**src/rtl/tick_divider_if.sv**
```systemverilog
// Control and tick bundle for tick_divider: the consumer (master) drives the
// count controls, the divider (slave) returns the enable pulses and counter.
interface tick_divider_if #(
    parameter int DIV_W = 8
);
    logic             enable;
    logic             restart;
    logic [DIV_W-1:0] divisor;
    logic             base_tick;
    logic             slow_tick;
    logic             base_sq;
    logic             slow_sq;
    logic [DIV_W-1:0] slow_count;

    modport master (
        output enable, restart, divisor,
        input  base_tick, slow_tick, base_sq, slow_sq, slow_count
    );

    modport slave (
        input  enable, restart, divisor,
        output base_tick, slow_tick, base_sq, slow_sq, slow_count
    );
endinterface

```
**src/rtl/tick_divider.sv**
```systemverilog
// Prescaler plus runtime slow divider producing one-cycle enable pulses on CLOCK_50M.
// Define TICK_SQ_EN to build the base_sq/slow_sq toggle outputs; otherwise they read 0.
module tick_divider #(
    parameter int CLK_HZ  = 50000000,
    parameter int BASE_HZ = 10,
    parameter int DIV_W   = 8
) (
    input  logic           CLOCK_50M,
    input  logic           RESET_N,
    tick_divider_if.slave  tif
);
    localparam int PRE   = CLK_HZ / BASE_HZ;
    localparam int PRE_W = (PRE > 1) ? $clog2(PRE) : 1;

    generate
        if ((CLK_HZ % BASE_HZ) != 0 || PRE < 2) begin : g_bad_cfg
            $error("tick_divider: CLK_HZ must be a multiple of BASE_HZ with CLK_HZ/BASE_HZ >= 2");
        end
    endgenerate

    logic [PRE_W-1:0] pre_cnt, pre_nxt;
    logic [DIV_W-1:0] slow_cnt, slow_nxt;
    logic [DIV_W-1:0] div_eff;
    logic             counted;
    logic             base_ev;
    logic             slow_hit;
    logic             base_tick_q, slow_tick_q;

    // Compare with >= so a divisor shrunk below the running count fires at once.
    always_comb begin
        counted  = tif.enable & ~tif.restart;
        base_ev  = 1'b0;
        slow_hit = 1'b0;
        pre_nxt  = pre_cnt;
        slow_nxt = slow_cnt;
        div_eff  = (tif.divisor == '0) ? DIV_W'(1) : tif.divisor;
        if (counted) begin
            if (pre_cnt == PRE_W'(PRE - 1)) begin
                pre_nxt = '0;
                base_ev = 1'b1;
            end else begin
                pre_nxt = pre_cnt + 1'b1;
            end
        end
        if (base_ev) begin
            if (slow_cnt >= div_eff - DIV_W'(1)) begin
                slow_nxt = '0;
                slow_hit = 1'b1;
            end else begin
                slow_nxt = slow_cnt + 1'b1;
            end
        end
    end

    always_ff @(posedge CLOCK_50M or negedge RESET_N) begin
        if (!RESET_N) begin
            pre_cnt     <= '0;
            slow_cnt    <= '0;
            base_tick_q <= 1'b0;
            slow_tick_q <= 1'b0;
        end else if (tif.restart) begin
            pre_cnt     <= '0;
            slow_cnt    <= '0;
            base_tick_q <= 1'b0;
            slow_tick_q <= 1'b0;
        end else begin
            pre_cnt     <= pre_nxt;
            slow_cnt    <= slow_nxt;
            base_tick_q <= base_ev;
            slow_tick_q <= slow_hit;
        end
    end

    assign tif.base_tick  = base_tick_q;
    assign tif.slow_tick  = slow_tick_q;
    assign tif.slow_count = slow_cnt;

`ifdef TICK_SQ_EN
    logic base_sq_q, slow_sq_q;

    always_ff @(posedge CLOCK_50M or negedge RESET_N) begin
        if (!RESET_N) begin
            base_sq_q <= 1'b0;
            slow_sq_q <= 1'b0;
        end else if (tif.restart) begin
            base_sq_q <= 1'b0;
            slow_sq_q <= 1'b0;
        end else begin
            if (base_ev)  base_sq_q <= ~base_sq_q;
            if (slow_hit) slow_sq_q <= ~slow_sq_q;
        end
    end

    assign tif.base_sq = base_sq_q;
    assign tif.slow_sq = slow_sq_q;
`else
    assign tif.base_sq = 1'b0;
    assign tif.slow_sq = 1'b0;
`endif

endmodule

```
**src/flat_wrapper.sv**
```systemverilog
// flat-port wrapper written by rule: the top's interface ports become plain ports
module tick_divider_flat 
#(
    parameter int CLK_HZ  = 50000000,
    parameter int BASE_HZ = 10,
    parameter int DIV_W   = 8
)
  (CLOCK_50M, RESET_N, tif_enable, tif_restart, tif_divisor, tif_base_tick, tif_slow_tick, tif_base_sq, tif_slow_sq, tif_slow_count);
  tick_divider_if #(.DIV_W(DIV_W)) tif_i ();
  input  logic CLOCK_50M;
  input  logic RESET_N;
  input wire logic [$bits(tif_i.enable)-1:0] tif_enable;
  input wire logic [$bits(tif_i.restart)-1:0] tif_restart;
  input wire logic [$bits(tif_i.divisor)-1:0] tif_divisor;
  output wire logic [$bits(tif_i.base_tick)-1:0] tif_base_tick;
  output wire logic [$bits(tif_i.slow_tick)-1:0] tif_slow_tick;
  output wire logic [$bits(tif_i.base_sq)-1:0] tif_base_sq;
  output wire logic [$bits(tif_i.slow_sq)-1:0] tif_slow_sq;
  output wire logic [$bits(tif_i.slow_count)-1:0] tif_slow_count;
  assign tif_i.enable = tif_enable;
  assign tif_i.restart = tif_restart;
  assign tif_i.divisor = tif_divisor;
  assign tif_base_tick = tif_i.base_tick;
  assign tif_slow_tick = tif_i.slow_tick;
  assign tif_base_sq = tif_i.base_sq;
  assign tif_slow_sq = tif_i.slow_sq;
  assign tif_slow_count = tif_i.slow_count;
  tick_divider #(.CLK_HZ(CLK_HZ), .BASE_HZ(BASE_HZ), .DIV_W(DIV_W)) u_core (.CLOCK_50M(CLOCK_50M), .RESET_N(RESET_N), .tif(tif_i));
endmodule
```
**config.mk**
```make
export PLATFORM = sky130hd
export DESIGN_NAME = tick_divider_flat
export DESIGN_NICKNAME = d
export VERILOG_FILES = /design/src/rtl/tick_divider_if.sv /design/src/rtl/tick_divider.sv /design/src/flat_wrapper.sv
export SDC_FILE = /design/constraint.sdc
export NUM_CORES = 1
export LEC_CHECK = 0
export CAP_MARGIN = 40
export CORE_ASPECT_RATIO = 0.5
export CORE_UTILIZATION = 61
export DETAILED_ROUTE_END_ITERATION = 10
export PLACE_DENSITY = 0.87
export REMOVE_ABC_BUFFERS = 1
export SKIP_LAST_GASP = 1
export SLEW_MARGIN = 25
export SYNTH_ARGS = -nofsm -noshare
export SYNTH_HDL_FRONTEND = slang
export SYNTH_SLANG_ARGS = --single-unit
```
**constraint.sdc**
```tcl
create_clock -name CLOCK_50M -period 5.8 [get_ports CLOCK_50M]
set_input_delay 0.58 -clock CLOCK_50M [delete_from_list [all_inputs] [get_ports CLOCK_50M]]
set_output_delay 0.58 -clock CLOCK_50M [all_outputs]
set_load 0.05 [all_outputs]
```
==> flow_metrics.env, run 1 <==
export IMPL_pin_count=24
export IMPL_final_seq_area_um2=826
export IMPL_required_ns=6.00
export IMPL_dieArea_um2=3830
export IMPL_power_density_nw_per_um2=192
export IMPL_netlist_instances=245
export IMPL_fill_cells=229
export IMPL_core_region_area_um2=3210
export IMPL_routed_via_density=6.30
export IMPL_place_congestion=0.884
export IMPL_synth_edff_count=0
export IMPL_setup_violations=0
export IMPL_htreeDepth=2
export IMPL_ys_seq_area_share_pct=37.9
export IMPL_timing_final_crit_share_pct=66.5
export IMPL_grt_busiest_layer="met2"
export IMPL_drt_iter0_markers=146
export IMPL_routed_wl_um=4810
export IMPL_p_leak_nw=1.06
export IMPL_end_kind="register"
export IMPL_yosys_most_used_dff="dfrtp_1"
export IMPL_synth_seq_cells=33
export IMPL_hold_viol_final=0
export IMPL_outcome="complete, no violations"
export IMPL_firstDrtPassIters=4
export IMPL_grtUsageMet3_pct=5.78
export IMPL_rsz0062_at_grt="false"
export IMPL_postCtsResizedCells=0
export IMPL_grtUsageTotal_pct=27.3
export IMPL_cts_sinks=33
export IMPL_grt_pass1_wl_um=7910
export IMPL_min_period_ns=3.86
export IMPL_post_cts_setup_buffer_count=0
export IMPL_grt_util_met1_pct=35.5
export IMPL_worstPathMaxFanout=9
export IMPL_cts_buffers=5
export IMPL_clockRootBuffer="clkbuf_8"
export IMPL_fin_util_pct=78.3
export IMPL_final_cells=314
export IMPL_crit_arrival_ns=4.06
export IMPL_ys_types=43
export IMPL_fin_ws_ns=1.94
export IMPL_nets=288
export IMPL_max_cap_violations=0
export IMPL_start_util_pct=68.0
export IMPL_multi_input_area_um2=1270
export IMPL_tightest_slew_ns=0.718
export IMPL_die_h_um=44.3
export IMPL_drv_slew=0
export IMPL_dp_cells=306
export IMPL_syn_area_um2=2180
export IMPL_area_delta_synth_final_pct=15.0
export IMPL_avgSynthCellArea_um2=8.90
export IMPL_min_path_type="reg -> reg"
export IMPL_dpl_worst_slack_ns=1.66
export IMPL_max_slew_margin_pct=51.9
export IMPL_setup_tns_final_ns=0
export IMPL_antenna_cells=0
export IMPL_rows=14
export IMPL_vias=1979
export IMPL_insertion_delay_ns=0.28
export IMPL_remaining_drc_errors=0
export IMPL_die_x_um=86.6
export IMPL_ir_worst_vdd_mv=0.198
export IMPL_grt_overflow_total=0
export IMPL_drive_above_1_share_pct=9.02
export IMPL_io_buffers=21
export IMPL_dp_hpwl_um=3370
export IMPL_fmax_ghz=0.259
export IMPL_grt_max_degree=44
export IMPL_post_drt_wl_per_cell_um=15.3
export IMPL_clk_pin_slew_ns=0.07
export IMPL_yosys_warnings=0
export IMPL_skew_ns=0.00476
export IMPL_antenna_found_initial=0
export IMPL_grt_use_met2_pct=47.6
export IMPL_final_common_cell="dfrtp_1"
export IMPL_drtAntennaViolNets=0
export IMPL_path_class="in -> reg"
export IMPL_ctsHoldBuffers=0
export IMPL_critPathLaunchType="input port"
export IMPL_ys_async_sr_fraction_pct=100
export IMPL_mostFrequentLayoutCells="33 x dfrtp_1, 31 x nand2_1, 21 x clkdlybuf4s50_1"
export IMPL_cts_tree="done"
export IMPL_cts_buffer_depth=2
export IMPL_grt_pass1_vias=1779
-- report_power, final --
part	switching, W	internal (W)	leakage, nW	total [W]
Sequential	0.00000567	0.000234	0.459	0.000240
Combinational	0.0000285	0.0000184	0.546	0.0000469
Clock	0.0000870	0.000107	0.0542	0.000194
-- metrics by stage --
| step | area (µm²) | hold WS (ns) | total power [W] |
|---|---|---|---|
| final | 2510 | 0.527 | 0.000481 |
| after global routing | 2510 | 0.564 | 0.000497 |
| after CTS | 2510 | 0.519 | 0.000479 |
| after detailed placement | 2410 | 0.508 | 0.000291 |
| after global placement | 2410 | 0.511 | 0.000287 |
| after floorplan | 2120 | 0.284 | 0.000268 |
-- cells in the mapped netlist (2+ instances only) --
cell | n | area [µm²]
a31oi_1 | 18 | 113
buf_2 | 2 | 10.0
clkbuf_1 | 5 | 18.8
nand2_1 | 31 | 116
ha_1 | 11 | 138
and4_1 | 2 | 17.5
nand2b_1 | 14 | 87.6
or4_1 | 2 | 15.0
nor4_4 | 2 | 42.5
dfrtp_1 | 33 | 826
a21oi_1 | 14 | 70.1
o21ai_0 | 9 | 45.0
xnor2_1 | 4 | 35.0
buf_4 | 2 | 15.0
and2_1 | 4 | 25.0
and3_1 | 2 | 12.5
or2_2 | 3 | 18.8
or3_1 | 3 | 18.8
nor4_1 | 4 | 25.0
a21o_1 | 6 | 45.0
a32oi_1 | 2 | 17.5
nor2_1 | 10 | 37.5
or3b_2 | 4 | 35.0
a41oi_1 | 4 | 35.0
nand3_1 | 20 | 100
buf_6 | 2 | 22.5
o211ai_1 | 2 | 15.0
nand4_1 | 6 | 37.5
inv_1 | 6 | 22.5
nor3_1 | 5 | 25.0
-- worst max-delay path, cell delays in order --
cell and delay [ns]:
clkdlybuf4s50_1 0.49, or4_1 0.57, nor2_1 0.14, a21oi_1 0.10, ha_1 0.22, nand2b_1 0.10
nor4_1 0.06, xnor2_1 0.13, ha_1 0.28, and2_1 0.16, a221oi_1 0.46, o2111ai_4 0.26
or3_1 0.40, o211ai_1 0.10
-- state kept, by name (all words and copies together), names as in the netlist --
signal                 count
u_core.tif.slow_tick       1
u_core.pre_cnt            23
u_core.tif.slow_count      8
u_core.tif.base_tick       1
-- cells by family after synthesis --
kind of cell | share of synthesized area [%]
XOR/XNOR | 2.01
AND/OR/NAND/NOR | 29.8
multiplexers | 0.516
flip-flops | 37.9
adder cells (fa/ha/maj) | 6.31
other | 0.172
AO/OA/AOI/OAI | 19.2
buffers and inverters | 4.07
-- layer usage --
layer  wire [µm]  vias up
met3         268        6
li1            -      954
met2        2270       72
met1        2230      947
met4          38        0
met5           0        -
-- layout make-up --
class | count | area share [%]
Multi-Input combinational cell | 196 | 50.8
Inverter | 6 | 0.898
Clock buffer | 7 | 3.84
Clock inverter | 1 | 0.200
Sequential cell | 33 | 32.9
Tap cell | 48 | 2.39
Timing Repair Buffer | 23 | 8.98
-- path summary, 6_finish.rpt --
check,endpoint,depth (start not counted),startpoint,slack [ns]
setup / recovery,u_core.tif.slow_count[5]$_DFFE_PN0P_,14,tif_divisor[3],1.94
hold / removal,u_core.pre_cnt[10]$_DFFE_PN0P_,1,u_core.pre_cnt[10]$_DFFE_PN0P_,0.53
setup reg to reg,u_core.pre_cnt[22]$_DFFE_PN0P_,6,u_core.pre_cnt[0]$_DFFE_PN0P_,3.45
hold reg to reg,u_core.pre_cnt[10]$_DFFE_PN0P_,1,u_core.pre_cnt[10]$_DFFE_PN0P_,0.53
max in group asynchronous,u_core.pre_cnt[15]$_DFFE_PN0P_,2,RESET_N,4.79
min in group asynchronous,u_core.pre_cnt[4]$_DFFE_PN0P_,2,RESET_N,0.69
Note: power is estimated with default switching activity, not from simulation.
==> run 2: changes to the inputs <==
--- a/config.mk
+++ b/config.mk
@@ -7,9 +7,9 @@
 export LEC_CHECK = 0
 export CAP_MARGIN = 40
 export CORE_ASPECT_RATIO = 0.5
-export CORE_UTILIZATION = 61
+export CORE_UTILIZATION = 56
 export DETAILED_ROUTE_END_ITERATION = 10
-export PLACE_DENSITY = 0.87
+export PLACE_DENSITY = 0.81
 export REMOVE_ABC_BUFFERS = 1
 export SKIP_LAST_GASP = 1
 export SLEW_MARGIN = 25
==> constraint.sdc (replaced) <==
create_clock -name CLOCK_50M -period 3.87 [get_ports CLOCK_50M]
set_input_delay 0.387 -clock CLOCK_50M [delete_from_list [all_inputs] [get_ports CLOCK_50M]]
set_output_delay 0.387 -clock CLOCK_50M [all_outputs]
set_load 0.05 [all_outputs]
==> run 2 against run 1 <==
  * Critical path depth did not move
  * Final cell count rose by 1.3%
  * First-iteration DRC count fell by 4.1%
  * Critical endpoint unchanged
  * Largest cell class unchanged
  * Largest power group unchanged
  * Highest routed layer unchanged
==> flow_metrics.env, run 2 (synthesized netlist as in run 1, its figures left out) <==
export IMPL_ir_worst_vdd_mv=0.204
export IMPL_antenna_found_initial=0
export IMPL_grt_pass1_vias=1681
export IMPL_dp_cells=311
export IMPL_min_path_type="in -> async"
export IMPL_routed_via_density=6.19
export IMPL_p_sw_share_pct=25.1
export IMPL_rows=15
export IMPL_io_buffers=21
export IMPL_dr_wl_met2_um=2260
export IMPL_rsz0062_at_grt="false"
export IMPL_hold_slack_ns=0.506
export IMPL_met3_length_um=229
export IMPL_die_h_um=46.1
export IMPL_dp_hpwl_um=3480
export IMPL_fin_area_um2=2520
export IMPL_p_leak_nw=1.06
export IMPL_end_kind="register"
export IMPL_timing_final_crit_share_pct=93.5
export IMPL_grt_pass1_wl_um=7760
export IMPL_worstSetupStartpoint="tif_divisor[3]"
export IMPL_placed_cell_area_um2=2430
export IMPL_firstDrtPassIters=4
export IMPL_area_delta_synth_final_pct=15.5
export IMPL_die_x_um=90.3
export IMPL_nets=290
export IMPL_grtUsageTotal_pct=24.2
export IMPL_pin_count=24
export IMPL_crit_arrival_ns=3.81
export IMPL_cts_tree="done"
export IMPL_routed_wl_um=4810
export IMPL_final_cells=318
export IMPL_dieArea_um2=4160
export IMPL_insertion_delay_ns=0.28
export IMPL_clkPwrFrac_pct=37.9
export IMPL_antenna_cells=0
export IMPL_p_sw_w=0.000174
export IMPL_required_ns=4.07
export IMPL_setup_violations=0
export IMPL_fill_cells=277
export IMPL_max_slew_margin_pct=54.6
export IMPL_place_congestion=0.898
export IMPL_cts_buffer_depth=2
export IMPL_clockRootBuffer="clkbuf_8"
export IMPL_wl_met1_um=2280
export IMPL_remaining_drc_errors=0
export IMPL_core_region_area_um2=3580
export IMPL_power_frac_seq_pct=51.7
export IMPL_critPathLaunchType="input port"
export IMPL_vias=1970
export IMPL_max_cap_violations=0
export IMPL_r2r_worst_path_cells=6
export IMPL_routed_top_layer="met4"
export IMPL_postCtsResizedCells=0
export IMPL_path_class="in -> reg"
export IMPL_clk_pin_slew_ns=0.07
export IMPL_largest_reg_flops=23
export IMPL_post_drt_wl_per_cell_um=15.1
export IMPL_drt_iter0_markers=140
export IMPL_min_period_ns=3.62
export IMPL_worstPathMaxFanout=9
export IMPL_power_density_nw_per_um2=276
export IMPL_drive_above_1_share_pct=8.99
export IMPL_cts_sinks=33
export IMPL_top_register="u_core.pre_cnt"
export IMPL_cts_buffers=5
export IMPL_drtAntennaViolNets=0
export IMPL_outcome="complete, no violations"
export IMPL_fin_util_pct=70.3
export IMPL_ctsHoldBuffers=0
export IMPL_tightest_slew_ns=0.678
export IMPL_grt_overflow_total=0
export IMPL_timing_rr_start="u_core.pre_cnt[0]$_DFFE_PN0P_"
export IMPL_final_common_cell="dfrtp_1"
export IMPL_drv_slew=0
export IMPL_post_cts_setup_buffer_count=0
export IMPL_start_util_pct=60.8
export IMPL_hold_viol_final=0
export IMPL_mostFrequentLayoutCells="33 x dfrtp_1, 31 x nand2_1, 21 x clkdlybuf4s50_1"
export IMPL_grt_max_degree=34
export IMPL_internal_power_w=0.000521
export IMPL_fmax_ghz=0.277
export IMPL_power_frac_comb_pct=10.4
export IMPL_htreeDepth=2
export IMPL_skew_ns=0.00917
-- run 2: critical path, cell delays in order --
cell,delay [ns]
clkdlybuf4s50_1,0.49
or4_1,0.57
nor2_1,0.13
a21oi_1,0.10
ha_1,0.21
nand2b_1,0.10
nor4_1,0.06
xnor2_1,0.17
ha_1,0.25
and2_1,0.15
a221oi_1,0.44
o2111ai_4,0.26
or3_1,0.40
o211ai_1,0.10
-- run 2: cell type report --
cell class,instances,area [µm²],area share (%)
repair buffers,25,248,9.83
clock buffers,7,86.3,3.43
multi-input cells,196,1270,50.5
flip-flops and latches,33,826,32.8
well taps,51,63.8,2.53
inverters,6,22.5,0.894
-- run 2: power groups by stage --
stage | registers (W) | logic (W) | clock network [W]
floorplan | 0.000364 | 0.0000377 | 0
global placement | 0.000365 | 0.0000672 | 0
detailed placement | 0.000366 | 0.0000720 | 0
CTS | 0.000359 | 0.0000722 | 0.000266
global route | 0.000360 | 0.0000802 | 0.000280
finish | 0.000359 | 0.0000721 | 0.000264
-- run 2: metal layers --
layer	track usage, %	vias to the layer above
li1	-	956
met1	31.3	947
met2	41.7	60
met3	5.28	7
met4	8.39	0
met5	0	-
-- run 2: path summary, 6_finish.rpt --
path                                                        end  slack [ns]
max                        u_core.tif.slow_count[5]$_DFFE_PN0P_        0.25
min                               u_core.pre_cnt[2]$_DFFE_PN0P_        0.51
max reg2reg                      u_core.pre_cnt[22]$_DFFE_PN0P_        1.51
min reg2reg                      u_core.pre_cnt[10]$_DFFE_PN0P_        0.51
max in group asynchronous        u_core.tif.base_tick$_DFF_PN0_        3.03
min in group CLOCK_50M           u_core.pre_cnt[10]$_DFFE_PN0P_        0.51
-- run 2: stage by stage --
step	setup WS, ns	power (W)	TNS (ns)
2_1_floorplan	0.729	0.000401	0
3_3_place_gp	0.0905	0.000432	0
3_5_place_dp	-0.0288	0.000438	-0.0288
4_1_cts	0.250	0.000698	0
5_1_grt	0.00162	0.000720	0
6_report	0.253	0.000695	0
==> run 3: changes to the inputs <==
--- a/config.mk
+++ b/config.mk
@@ -6,7 +6,7 @@
 export NUM_CORES = 1
 export LEC_CHECK = 0
 export CAP_MARGIN = 40
-export CORE_ASPECT_RATIO = 0.5
+export CORE_ASPECT_RATIO = 0.7
 export CORE_UTILIZATION = 56
 export DETAILED_ROUTE_END_ITERATION = 10
 export PLACE_DENSITY = 0.81
==> run 3 against run 2 <==
  * Sequential cell count unchanged
  * Clock skew down 0.0018 ns
  * Wire length up 0.12%
  * Non-clock buffer count unchanged
  * Die area down 0.27%
  * Sequential power about the same
  * Utilization down 1.1 points
  * Total power down 2.5%
  * Fmax up 3.4%
  * Combinational power down 3.3%
  * Worst setup slack better by 0.12 ns
  * Critical path type unchanged
==> flow_metrics.env, run 3 (synthesized netlist as in run 1, its figures left out) <==
export IMPL_outcome="complete, no violations"
export IMPL_dp_cells=310
export IMPL_nets=290
export IMPL_internal_power_w=0.000503
export IMPL_place_congestion=0.873
export IMPL_min_period_ns=3.50
export IMPL_dr_wl_met2_um=2020
export IMPL_post_drt_wl_per_cell_um=15.1
export IMPL_die_x_um=76.6
export IMPL_path_class="in -> reg"
export IMPL_clkPwrFrac_pct=36.7
export IMPL_drtAntennaViolNets=0
export IMPL_crit_arrival_ns=3.70
export IMPL_slowest_delay_ns=0.57
export IMPL_htreeDepth=2
export IMPL_area_delta_synth_final_pct=15.0
export IMPL_dpl_worst_slack_ns=0.0956
export IMPL_cp_common_cell="ha_1"
export IMPL_routed_wl_um=4820
export IMPL_hold_viol_final=0
export IMPL_p_sw_w=0.000175
export IMPL_drv_slew=0
export IMPL_critPathLaunchType="input port"
export IMPL_top_register="u_core.pre_cnt"
export IMPL_crit_path_top_delay_cell="or4_1"
export IMPL_grt_pass1_wl_um=7960
export IMPL_antenna_cells=0
export IMPL_grt_pass1_vias=1686
export IMPL_fin_ws_ns=0.372
export IMPL_final_cells=318
export IMPL_largest_reg_flops=23
export IMPL_max_slew_margin_pct=46.7
export IMPL_insertion_delay_ns=0.29
export IMPL_ir_worst_vdd_mv=0.246
export IMPL_dp_hpwl_um=3530
export IMPL_power_frac_comb_pct=10.3
export IMPL_grtUsageTotal_pct=25.2
export IMPL_skew_ns=0.00735
export IMPL_setup_violations=0
export IMPL_met3_length_um=272
export IMPL_grt_overflow_total=0
export IMPL_crit_family="simple AND/OR/NAND/NOR gates"
export IMPL_final_common_cell="dfrtp_1"
export IMPL_postCtsResizedCells=0
export IMPL_power_density_nw_per_um2=270
export IMPL_end_kind="register"
export IMPL_grt_max_degree=34
export IMPL_timing_rr_start="u_core.pre_cnt[0]$_DFFE_PN0P_"
export IMPL_fin_util_pct=69.2
export IMPL_drt_iter0_markers=108
export IMPL_fmax_ghz=0.286
export IMPL_dieArea_um2=4150
export IMPL_cts_tree="done"
export IMPL_core_region_area_um2=3630
export IMPL_clockRootBuffer="clkbuf_8"
export IMPL_mostFrequentLayoutCells="33 x dfrtp_1, 31 x nand2_1, 21 x clkdlybuf4s50_1"
export IMPL_antenna_found_initial=0
export IMPL_cts_sinks=33
export IMPL_min_path_type="in -> async"
export IMPL_worstPathMaxFanout=5
export IMPL_p_sw_share_pct=25.8
export IMPL_cp_num_buf_inv=1
export IMPL_post_cts_setup_buffer_count=0
export IMPL_die_h_um=54.2
export IMPL_start_util_pct=60.1
export IMPL_routed_via_density=6.11
export IMPL_required_ns=4.07
export IMPL_rows=18
export IMPL_firstDrtPassIters=4
export IMPL_pin_count=24
export IMPL_worstSetupStartpoint="tif_divisor[3]"
export IMPL_worstPathCellList="clkdlybuf4s50_1, or4_1, nor2_1, a21oi_1, ha_1, nand2b_1, nor4_1, xnor2_1, ha_1, and2_1, a221oi_1, o2111ai_4, or3_1, o211ai_1"
export IMPL_cts_buffer_depth=2
export IMPL_p_leak_nw=1.06
export IMPL_clk_pin_slew_ns=0.07
export IMPL_ctsHoldBuffers=0
export IMPL_wl_met1_um=2470
export IMPL_max_cap_violations=0
export IMPL_cts_buffers=5
export IMPL_power_frac_seq_pct=53.0
export IMPL_rsz0062_at_grt="false"
export IMPL_fill_cells=292
export IMPL_timing_final_crit_share_pct=90.4
export IMPL_drive_above_1_share_pct=9.33
export IMPL_remaining_drc_errors=0
export IMPL_vias=1944
export IMPL_routed_top_layer="met4"
export IMPL_io_buffers=21
export IMPL_setup_tns_final_ns=0
export IMPL_tightest_slew_ns=0.796
[run 3: cell types whose count changed in the layout (fill, tap and decap cells not counted)]
cell      previous run  this run
buf_4                3         4
clkbuf_8             6         5
clkinv_2             0         2
buf_8                1         0
[run 3: per-stage QoR]
stage	power, W	area (µm²)	hold slack [ns]
after floorplan	0.000401	2120	0.0914
final	0.000678	2510	0.505
after global placement	0.000433	2420	0.502
after global routing	0.000706	2510	0.537
after detailed placement	0.000435	2420	0.500
after CTS	0.000683	2510	0.522
[run 3: power groups by stage]
stage	registers, W	logic [W]	clock network, W
3_5_place_dp	0.000366	0.0000697	0
5_1_grt	0.000360	0.0000782	0.000268
3_3_place_gp	0.000365	0.0000684	0
4_1_cts	0.000359	0.0000702	0.000254
2_1_floorplan	0.000364	0.0000377	0
6_report	0.000359	0.0000697	0.000249
[run 3: area by class of cell]
cell class	instances	area, µm²	share of cell area, %
Clock buffer	6	72.6	2.89
Clock inverter	2	10.0	0.399
Inverter	6	22.5	0.898
Multi-Input combinational cell	196	1270	50.8
Sequential cell	33	826	32.9
Tap cell	50	62.6	2.50
Timing Repair Buffer	25	240	9.58
[run 3: layer usage]
metal / GRT usage [%] / vias to the layer above
met5: 0 / -
met4: 8.01 / 0
met3: 5.67 / 7
li1: - / 962
met1: 36.1 / 926
met2: 38.4 / 49
[run 3: path summary, 6_finish.rpt]
| path | end | slack (ns) | cells after the start |
|---|---|---|---|
| setup / recovery | u_core.tif.slow_count[5]$_DFFE_PN0P_ | 0.37 | 14 |
| hold reg to reg | u_core.pre_cnt[10]$_DFFE_PN0P_ | 0.52 | 1 |
| setup reg to reg | u_core.pre_cnt[7]$_DFFE_PN0P_ | 1.44 | 7 |
| hold / removal | u_core.pre_cnt[19]$_DFFE_PN0P_ | 0.50 | 2 |
| min in group CLOCK_50M | u_core.pre_cnt[10]$_DFFE_PN0P_ | 0.52 | 1 |
| max in group asynchronous | u_core.pre_cnt[2]$_DFFE_PN0P_ | 3.06 | 2 |
